[config.mk]
export PLATFORM = sky130hd
export DESIGN_NAME = tlp_tx_scheduler_flat
export DESIGN_NICKNAME = d
export VERILOG_FILES = /design/src/rtl/tlp_tx_scheduler_if.sv /design/src/rtl/tlp_tx_scheduler.sv /design/src/flat_wrapper.sv
export SDC_FILE = /design/constraint.sdc
export NUM_CORES = 1
export LEC_CHECK = 0
export CORE_UTILIZATION = 46
export DETAILED_ROUTE_END_ITERATION = 6
export PLACE_DENSITY = 0.87
export SYNTH_ARGS = -nofsm -noshare
export SYNTH_HDL_FRONTEND = slang
export SYNTH_SLANG_ARGS = --single-unit
[constraint.sdc]
create_clock -name Clock -period 3.1 [get_ports Clock]
set_input_delay 0.62 -clock Clock [delete_from_list [all_inputs] [get_ports Clock]]
set_output_delay 0.62 -clock Clock [all_outputs]
set_load 0.005 [all_outputs]
[src/rtl/tlp_tx_scheduler_if.sv]
// 64-bit PCIe transmit beat stream between the TLP scheduler (master) and the
// endpoint TX port (slave).
interface tlp_tx_scheduler_if;
  logic [63:0] TxData;
  logic        TxSOF;
  logic        TxEOF;
  logic        TxRem;
  logic        TxValid;
  logic        TxReady;

  modport master (
    output TxData,
    output TxSOF,
    output TxEOF,
    output TxRem,
    output TxValid,
    input  TxReady
  );

  modport slave (
    input  TxData,
    input  TxSOF,
    input  TxEOF,
    input  TxRem,
    input  TxValid,
    output TxReady
  );
endinterface

[src/rtl/tlp_tx_scheduler.sv]
// Drains the acquisition header/data FIFOs into posted Memory-Write TLPs on the
// PCIe core's 64-bit TX port, and flags completion of each ping-pong DMA buffer.
module tlp_tx_scheduler #(
  parameter int          WORDS_PER_TLP = 16,
  parameter logic [15:0] REQUESTER_ID  = 16'h0100
) (
  input  logic               Clock,
  input  logic               rst_n,
  input  logic               Enable,
  input  logic [31:0]        BufferBase0,
  input  logic [31:0]        BufferBase1,
  input  logic [15:0]        BufferLengthTLPs,
  input  logic               HeaderEmpty,
  input  logic [39:0]        HeaderQ,
  output logic               HeaderRead,
  input  logic [63:0]        DataQ,
  input  logic [9:0]         DataUsedW,
  output logic               DataRead,
  tlp_tx_scheduler_if.master tx,
  output logic               BufferDone,
  output logic [15:0]        BufferDoneIndex,
  output logic               Busy
);

  localparam logic [31:0] BYTES_PER_TLP = 32'(WORDS_PER_TLP * 8);
  localparam logic [9:0]  TLP_LEN_DW    = 10'(2 * WORDS_PER_TLP);
  localparam logic [9:0]  START_LEVEL   = 10'(WORDS_PER_TLP);
  localparam logic [5:0]  LAST_WORD     = 6'(WORDS_PER_TLP - 1);
  localparam logic [31:0] DW0           = {3'b010, 5'b00000, 8'h00, 6'h00, TLP_LEN_DW};
  localparam logic [31:0] DW1           = {REQUESTER_ID, 8'h00, 8'hFF};

  typedef enum logic [2:0] {
    IDLE,
    HDR0,
    HDR1,
    PAYLOAD,
    LAST
  } SchedState;

  SchedState   state;
  logic [15:0] bufCounter;
  logic        lastOfBuffer;
  logic [29:0] tlpAddr;
  logic [31:0] hold;
  logic [5:0]  wordCount;
  logic [15:0] doneIndexReg;
  logic        headerReadReg;

  logic        startNow;
  logic        accept;
  logic [31:0] nextAddr;
  logic        unusedBits;

  assign startNow = (state == IDLE) && Enable && !HeaderEmpty && (DataUsedW >= START_LEVEL);
  assign nextAddr = (HeaderQ[24] ? BufferBase1 : BufferBase0) + (32'(HeaderQ[23:8]) * BYTES_PER_TLP);
  assign accept   = tx.TxValid && tx.TxReady;

  // Flags travel with the header but do not affect the TLP; the address is qword aligned.
  assign unusedBits = &{1'b0, HeaderQ[7:0], nextAddr[1:0]};

  // Everything about a TLP (address, buffer id, end-of-buffer) is captured at start,
  // so config inputs may change freely while the TLP is on the wire.
  always_ff @(posedge Clock or negedge rst_n) begin
    if (!rst_n) begin
      state         <= IDLE;
      bufCounter    <= '0;
      lastOfBuffer  <= 1'b0;
      tlpAddr       <= '0;
      hold          <= '0;
      wordCount     <= '0;
      doneIndexReg  <= '0;
      headerReadReg <= 1'b0;
    end else begin
      headerReadReg <= 1'b0;
      case (state)
        IDLE: begin
          if (startNow) begin
            bufCounter    <= HeaderQ[39:24];
            lastOfBuffer  <= (HeaderQ[23:8] == BufferLengthTLPs);
            tlpAddr       <= nextAddr[31:2];
            headerReadReg <= 1'b1;
            state         <= HDR0;
          end
        end
        HDR0: begin
          if (tx.TxReady) state <= HDR1;
        end
        HDR1: begin
          if (tx.TxReady) begin
            hold      <= DataQ[31:0];
            wordCount <= 6'd1;
            state     <= PAYLOAD;
          end
        end
        PAYLOAD: begin
          if (tx.TxReady) begin
            hold <= DataQ[31:0];
            if (wordCount == LAST_WORD) state <= LAST;
            else wordCount <= wordCount + 6'd1;
          end
        end
        LAST: begin
          if (tx.TxReady) begin
            if (lastOfBuffer) doneIndexReg <= bufCounter;
            state <= IDLE;
          end
        end
        default: state <= IDLE;
      endcase
    end
  end

  // Each qword straddles two beats: its upper DW goes out live from the show-ahead
  // head, its lower DW waits in the holding register for the next beat.
  always_comb begin
    tx.TxData = 64'h0;
    tx.TxSOF  = 1'b0;
    tx.TxEOF  = 1'b0;
    tx.TxRem  = 1'b0;
    case (state)
      HDR0: begin
        tx.TxData = {DW0, DW1};
        tx.TxSOF  = 1'b1;
      end
      HDR1:    tx.TxData = {tlpAddr, 2'b00, DataQ[63:32]};
      PAYLOAD: tx.TxData = {hold, DataQ[63:32]};
      LAST: begin
        tx.TxData = {hold, 32'h0};
        tx.TxEOF  = 1'b1;
        tx.TxRem  = 1'b1;
      end
      default: tx.TxData = 64'h0;
    endcase
  end

  assign tx.TxValid      = (state != IDLE);
  assign Busy            = (state != IDLE);
  assign HeaderRead      = headerReadReg;
  assign DataRead        = accept && ((state == HDR1) || (state == PAYLOAD));
  assign BufferDone      = accept && (state == LAST) && lastOfBuffer;
  assign BufferDoneIndex = BufferDone ? bufCounter : doneIndexReg;

endmodule

[src/flat_wrapper.sv]
// flat-port wrapper written by rule: the top's interface ports become plain ports
module tlp_tx_scheduler_flat 
#(
  parameter int          WORDS_PER_TLP = 16,
  parameter logic [15:0] REQUESTER_ID  = 16'h0100
)
  (Clock, rst_n, Enable, BufferBase0, BufferBase1, BufferLengthTLPs, HeaderEmpty, HeaderQ, HeaderRead, DataQ, DataUsedW, DataRead, BufferDone, BufferDoneIndex, Busy, tx_TxData, tx_TxSOF, tx_TxEOF, tx_TxRem, tx_TxValid, tx_TxReady);
  tlp_tx_scheduler_if tx_i ();
  input  logic Clock;
  input  logic rst_n;
  input  logic Enable;
  input  logic [31:0] BufferBase0;
  input  logic [31:0] BufferBase1;
  input  logic [15:0] BufferLengthTLPs;
  input  logic HeaderEmpty;
  input  logic [39:0] HeaderQ;
  output logic HeaderRead;
  input  logic [63:0] DataQ;
  input  logic [9:0] DataUsedW;
  output logic DataRead;
  output logic BufferDone;
  output logic [15:0] BufferDoneIndex;
  output logic Busy;
  output wire logic [$bits(tx_i.TxData)-1:0] tx_TxData;
  output wire logic [$bits(tx_i.TxSOF)-1:0] tx_TxSOF;
  output wire logic [$bits(tx_i.TxEOF)-1:0] tx_TxEOF;
  output wire logic [$bits(tx_i.TxRem)-1:0] tx_TxRem;
  output wire logic [$bits(tx_i.TxValid)-1:0] tx_TxValid;
  input wire logic [$bits(tx_i.TxReady)-1:0] tx_TxReady;
  assign tx_TxData = tx_i.TxData;
  assign tx_TxSOF = tx_i.TxSOF;
  assign tx_TxEOF = tx_i.TxEOF;
  assign tx_TxRem = tx_i.TxRem;
  assign tx_TxValid = tx_i.TxValid;
  assign tx_i.TxReady = tx_TxReady;
  tlp_tx_scheduler #(.WORDS_PER_TLP(WORDS_PER_TLP), .REQUESTER_ID(REQUESTER_ID)) u_core (.Clock(Clock), .rst_n(rst_n), .Enable(Enable), .BufferBase0(BufferBase0), .BufferBase1(BufferBase1), .BufferLengthTLPs(BufferLengthTLPs), .HeaderEmpty(HeaderEmpty), .HeaderQ(HeaderQ), .HeaderRead(HeaderRead), .DataQ(DataQ), .DataUsedW(DataUsedW), .DataRead(DataRead), .tx(tx_i), .BufferDone(BufferDone), .BufferDoneIndex(BufferDoneIndex), .Busy(Busy));
endmodule
==> run_results.csv, run 1 <==
group,metric,value,unit
outcome,status,"finished clean",
global_route,grt_pass1_wl,30700,microns
pwr,p_comb_share,31.3,%
floorplanning,rows,42,
logic_synthesis,synth_common_cells,"dfrtp_1, nand2_1, mux2_2",
drt,drcViolationCount,0,
hold_path,worst_hold_path_type,"in -> async",
logic_synthesis,yosysUniqueCellTypes,59,
pwr,p_seq_share,42.0,%
pwr,p_int,3.19,mW
global_route,grt_max_degree,59,
critical_path,setup.worst_path.end_class,"primary output",
drt,dr.pass1.iters,6,
logic_synthesis,syn_nets,872,
timing,setup_tns,0,ns
pwr,ir_worst_vdd,279,uV
clocking,path_clk_slew,0.08,ns
critical_path,crit_fanout,25,
timing,drv_slew,0,
clocking,clock_latency,0.35,ns
logic_synthesis,synth-async-reset-ratio,100,%
clocking,post_cts_resized,3,
global_route,antenna_found_initial,0,
pwr,power_leakage,4.39,nW
cells_and_area,drive_above_1_share,17.5,%
timing,setup_violations,0,
drt,initialDrtViolationCount,382,
timing,post-route-period-util,98.3,%
pwr,power.switching,1.35,mW
cells_and_area,diodes,0,
global_route,gr-total-overflow,0,
place,numPortBuffers,270,
clocking,ctsHtreeMaxLevel,3,
clocking,cts_max_path_buffers,2,
floorplanning,ios,287,
place,gp_congestion,0.856,
floorplanning,die_h,120,microns
critical_path,path_class,"reg -> out",
cells_and_area,area_delta_synth_final,54.9,%
logic_synthesis,synth_seq_area_share,40.7,%
logic_synthesis,synth_edf_count,0,
logic_synthesis,postSynthAreaPerCell,9.86,sq um
clocking,clock_sinks,105,
place,dp_hpwl,15200,microns
drt,wl_per_cell,17.7,microns
pwr,clkPwrFrac,26.7,%
timing,fin_crit,3.05,ns
clocking,holdBufCountCts,0,
floorplanning,core,13500,sq um
clocking,numCtsBuffers,9,
logic_synthesis,synthCells,655,
timing,worstMarginPinSlew,0.643,ns
logic_synthesis,syn_area,6460,sq um
global_route,grt_pass1_vias,6039,
timing,clock_skew,0.00980,ns
clocking,postCtsSetupBuffers,0,
floorplanning,start_util,48.0,%
run,maxCapViolCount,0,
logic_synthesis,synth_area_leaders,"dfrtp_1, mux2_2, nand2_1",
pwr,total_power,4.54,mW
pwr,switching_share,29.8,%
pwr,power.density,454,nW/um^2
logic_synthesis,synth-seq-cells,105,
critical_path,crit_required,2.48,ns
drt,vias_per_cell,5.49,
logic_synthesis,ys.flop_type,"dfrtp_1",
logic_synthesis,synthDominantAreaCellType,"dfrtp_1",
critical_path,worstSetupStartpointType,"register",
drt,routed_wl,19700,microns
critical_path,critPathArrivalTime,2.43,ns
clocking,cts_tree,"built",
cells_and_area,nets,1151,
floorplanning,die-area,14500,sq um
logic_synthesis,synthMostInstantiatedCell,"dfrtp_1",
timing,relSlewSlack,57.2,%
logic_synthesis,synth_top_area_share,40.7,%
global_route,track_usage,27.3,%
cells_and_area,final_util,74.4,%
timing,max_freq,328,MHz
clocking,root_buffer,"clkbuf_16",
logic_synthesis,yosysWarnings,0,
floorplanning,die_w,120,microns
drt,ant_nets,0,
drt,vias,6121,
timing,finalHoldViolCount,0,
-- cell usage in the layout (no fill, tap or decap), drive strengths merged, types with 6 or more instances in the layout --
| cell | synthesis | final |
|---|---|---|
| nand2b | 7 | 7 |
| nand3 | 18 | 18 |
| a22o | 30 | 30 |
| xor2 | 22 | 22 |
| mux2i | 11 | 11 |
| ha | 17 | 17 |
| a21oi | 21 | 21 |
| inv | 15 | 19 |
| buf | 18 | 41 |
| nor2 | 11 | 11 |
| mux2 | 81 | 81 |
| nand2 | 93 | 93 |
| o21ai | 30 | 30 |
| dfrtp | 105 | 105 |
| a21o | 13 | 13 |
| nor2b | 13 | 13 |
| nor4 | 8 | 8 |
| o31ai | 9 | 9 |
| nor3 | 6 | 6 |
| and2 | 26 | 26 |
| clkdlybuf4s50 | 0 | 268 |
| clkbuf | 23 | 10 |
| and3 | 7 | 7 |
-- routing by layer --
layer  GRT usage [%]  share of wire [%]  vias to the layer above
li1                -                  -                     2929
met3            4.10                6.8                       39
met1            31.1                 38                     2907
met4            12.3                3.3                        0
met2            50.1                 52                      246
met5               0                  0                        -
-- stage by stage --
stage	worst slack (ns)	std cells	instance area (sq um)	hold slack (ns)
detailed placement	-0.0959	1099	9660	0.471
global placement	-0.0431	1099	9660	0.463
floorplan	-0.134	655	6620	0.324
global route	-0.0362	1115	10000	0.329
finish	0.0528	1115	10000	0.290
CTS	0.0284	1115	9990	0.298
-- worst paths after layout --
path                       cells past startpoint  slack [ns]                endpoint                 from
setup / recovery                               7        0.05      BufferDoneIndex[0]      u_core.state[0]
hold / removal                                 1        0.29  u_core.doneIndexReg[4]                rst_n
setup reg to reg                               7        0.77      u_core.tlpAddr[21]      u_core.state[2]
hold reg to reg                                1        0.49     u_core.wordCount[5]  u_core.wordCount[5]
max in group asynchronous                      2        2.07         u_core.state[1]                rst_n
min in group Clock                             1        0.49     u_core.wordCount[5]  u_core.wordCount[5]
-- registers in the layout, indices dropped and copies added (netlist names) --
signal	count
u_core.HeaderRead	1
u_core.bufCounter	16
u_core.doneIndexReg	16
u_core.hold	32
u_core.lastOfBuffer	1
u_core.state	3
u_core.tlpAddr	30
u_core.wordCount	6
-- critical path: stages (launching register included) --
cell	delay [ns]
dfrtp_1	0.39
nor2b_2	0.16
nand2b_1	0.11
inv_1	0.16
and3_4	0.24
buf_12	0.18
mux2_2	0.35
clkdlybuf4s50_1	0.49
-- final cells by class --
type | instances | area, sq um
repair buffers | 309 | 3060
clock buffers | 10 | 239
multi-input cells | 494 | 3720
fillers | 969 | 3450
clock inverters | 6 | 81.3
inverters | 15 | 56.3
flip-flops and latches | 105 | 2630
well taps | 176 | 220
-- power groups by stage --
stage | Sequential, mW | Combinational, mW | Clock (mW)
6_report | 1.91 | 1.42 | 1.21
5_1_grt | 1.94 | 1.56 | 1.28
4_1_cts | 1.90 | 1.43 | 1.23
3_5_place_dp | 1.92 | 1.42 | 0
3_3_place_gp | 1.91 | 1.37 | 0
2_1_floorplan | 1.84 | 0.710 | 0
-- kinds of logic (layout without fill, tap and decap cells) --
family	after synthesis	after routing	synth area share, %
simple gates	213	213	16.5
compound gates	146	146	16.2
flops	105	105	40.7
mux	92	92	15.8
buf+inv	56	340	3.76
xor+xnor	25	25	3.39
fa+ha+maj	18	18	3.60
Note: power is estimated with default switching activity, not from simulation.
==> inputs of run 2 (changes only) <==
--- a/config.mk
+++ b/config.mk
@@ -5,9 +5,10 @@
 export SDC_FILE = /design/constraint.sdc
 export NUM_CORES = 1
 export LEC_CHECK = 0
-export CORE_UTILIZATION = 46
+export ABC_AREA = 1
+export CORE_UTILIZATION = 47
 export DETAILED_ROUTE_END_ITERATION = 6
-export PLACE_DENSITY = 0.87
+export PLACE_DENSITY = 0.88
 export SYNTH_ARGS = -nofsm -noshare
 export SYNTH_HDL_FRONTEND = slang
 export SYNTH_SLANG_ARGS = --single-unit
==> run 2 against run 1 <==
  * Sequential cell count did not move
  * Global-route usage grew 1.8 points
  * Sequential power up 17%
  * Clock power fell by 3%
  * Hold slack improved by 0.071 ns
  * Largest cell class unchanged
==> run_results.csv, run 2 <==
group,metric,value,unit
logic_synthesis,synth_area_leaders,"dfrtp_1, nand2_1, inv_1",
global_route,grt_max_degree,60,
cells_and_area,layout_common_cells,"nand2_1, clkdlybuf4s50_1, dfrtp_1",
logic_synthesis,synthCells,1000,
floorplanning,die_h,121,microns
clocking,root_buffer,"clkbuf_16",
timing,fin_crit,2.96,ns
critical_path,path_class,"reg -> out",
drt,dr.pass1.iters,5,
global_route,top_usage_layer,"met2",
global_route,antenna_found_initial,1,
outcome,status,"finished clean",
drt,vias,7355,
pwr,total_power,6.79,mW
clocking,post_cts_resized,0,
critical_path,crit_fanout,11,
floorplanning,start_util,48.4,%
global_route,met3_usage,4.46,%
cells_and_area,area_delta_synth_final,48.3,%
logic_synthesis,syn_nets,1217,
timing,drv_slew,0,
logic_synthesis,synth_top_area_share,39.1,%
floorplanning,rows,43,
clocking,path_clk_slew,0.07,ns
drt,vias_per_cell,5.08,
cells_and_area,largest_register_ffs,32,
pwr,power.density,682,nW/um^2
floorplanning,die_w,121,microns
run,maxCapViolCount,0,
drt,drcViolationCount,0,
logic_synthesis,synth-seq-cells,105,
logic_synthesis,postSynthAreaPerCell,6.71,sq um
drt,routed_wl,21100,microns
timing,max_freq,337,MHz
global_route,gr-total-overflow,0,
logic_synthesis,synth_edf_count,0,
logic_synthesis,syn_area,6710,sq um
drt,ant_nets,0,
logic_synthesis,yosysWarnings,0,
timing,clock_skew,0.00689,ns
floorplanning,die-area,14800,sq um
place,gp_congestion,0.928,
critical_path,critPathArrivalTime,2.34,ns
logic_synthesis,synth_common_cells,"nand2_1, dfrtp_1, inv_1",
cells_and_area,final_util,71.7,%
place,dpl-instance-area,9630,sq um
cells_and_area,largest_register,"u_core.hold",
global_route,grtUsageMet1,35.8,%
logic_synthesis,synth-async-reset-ratio,100,%
cells_and_area,fillers,1142,
timing,setup_tns,0,ns
clocking,holdBufCountCts,0,
timing,setup_violations,0,
timing,worstMarginPinSlew,0.784,ns
critical_path,worstSetupStartpointType,"register",
place,numPortBuffers,270,
critical_path,crit_required,2.48,ns
logic_synthesis,yosysUniqueCellTypes,36,
timing,post-route-period-util,95.6,%
logic_synthesis,ys.flop_type,"dfrtp_1",
floorplanning,core,13900,sq um
place,dp_hpwl,16600,microns
pwr,ir_worst_vdd,338,uV
drt,wl_per_cell,14.6,microns
global_route,grt_pass1_wl,33400,microns
cells_and_area,nets,1480,
clocking,clock_latency,0.34,ns
timing,rsz0062_at_grt,"false",
global_route,track_usage,29.1,%
timing,relSlewSlack,47.7,%
cells_and_area,drive_above_1_share,4.65,%
cells_and_area,design_area,9950,sq um
timing,worst_hold_slack,0.360,ns
timing,finalHoldViolCount,0,
critical_path,setup.worst_path.end_class,"primary output",
cells_and_area,largest_registers,"u_core.hold: 32 flops, u_core.tlpAddr: 30 flops",
clocking,cts_max_path_buffers,2,
pwr,power_leakage,5.10,nW
clocking,clock_sinks,105,
logic_synthesis,synthMostInstantiatedCell,"nand2_1",
logic_synthesis,synthDominantAreaCellType,"dfrtp_1",
hold_path,worst_hold_path_type,"in -> async",
global_route,grt_use_met2,51.2,%
floorplanning,ios,287,
global_route,grt_pass1_vias,6976,
clocking,postCtsSetupBuffers,0,
clocking,numCtsBuffers,9,
clocking,ctsHtreeMaxLevel,3,
cells_and_area,final_common_cell,"nand2_1",
drt,initialDrtViolationCount,351,
logic_synthesis,synth_seq_area_share,39.1,%
clocking,cts_tree,"built",
[run 2: cell families (layout without fill, tap and decap cells)]
logic type | count (synthesis) | after routing | synth area share (%)
xor gates and xnor gates | 19 | 19 | 2.48
other | 0 | 1 | 0
muxes | 1 | 1 | 0.149
AOI/OAI and AO/OA | 90 | 90 | 8.76
and+or+nand+nor | 618 | 618 | 36.7
buffers and inverters | 149 | 417 | 9.32
DFF | 105 | 105 | 39.1
adders and majority gates | 18 | 18 | 3.47
[run 2: stage by stage]
step | std cells | setup slack [ns]
final | 1449 | 0.136
after global routing | 1449 | 0.0407
after CTS | 1448 | 0.0773
after detailed placement | 1432 | -0.0262
after global placement | 1432 | 0.0612
after floorplan | 1000 | 0.424
[run 2: worst max-delay path: stages, from the launching register on]
cell	delay (ns)
dfrtp_1	0.44
nand2_2	0.19
clkinv_1	0.31
buf_4	0.30
a32o_1	0.26
clkdlybuf4s50_1	0.50
[run 2: per-layer routing]
metal	share of wire [%]	vias to the layer above	wire length (microns)
met3	7.6	38	1600
li1	-	3648	-
met2	50	314	10500
met1	40	3355	8460
met5	0	-	0
met4	2.8	0	587
[run 2: final cells by class]
type	count	area [sq um]	area share, %
Inverter	110	414	4.16
Timing Repair Buffer	291	2910	29.2
Tap cell	180	225	2.26
Sequential cell	105	2630	26.4
Multi-Input combinational cell	746	3470	34.8
Clock inverter	6	80.1	0.805
Clock buffer	10	229	2.30
Antenna cell	1	2.50	0.0251
[run 2: worst paths after layout]
path,end,cells after the start,startpoint,slack (ns)
setup / recovery,tx_TxData[63],5,u_core.state[1],0.14
min in group Clock,u_core.hold[2],2,u_core.hold[2],0.48
hold / removal,u_core.doneIndexReg[1],1,rst_n,0.36
max in group asynchronous,u_core.tlpAddr[15],2,rst_n,1.99
setup reg to reg,u_core.tlpAddr[19],10,u_core.state[0],1.06
hold reg to reg,u_core.hold[2],2,u_core.hold[2],0.48
[run 2: power by group]
| group | total [mW] | leakage, nW | internal (mW) | switching [mW] |
|---|---|---|---|---|
| sequential | 2.24 | 1.33 | 1.89 | 0.350 |
| clock | 1.17 | 0.146 | 0.638 | 0.528 |
| combinational | 3.39 | 3.62 | 1.69 | 1.70 |
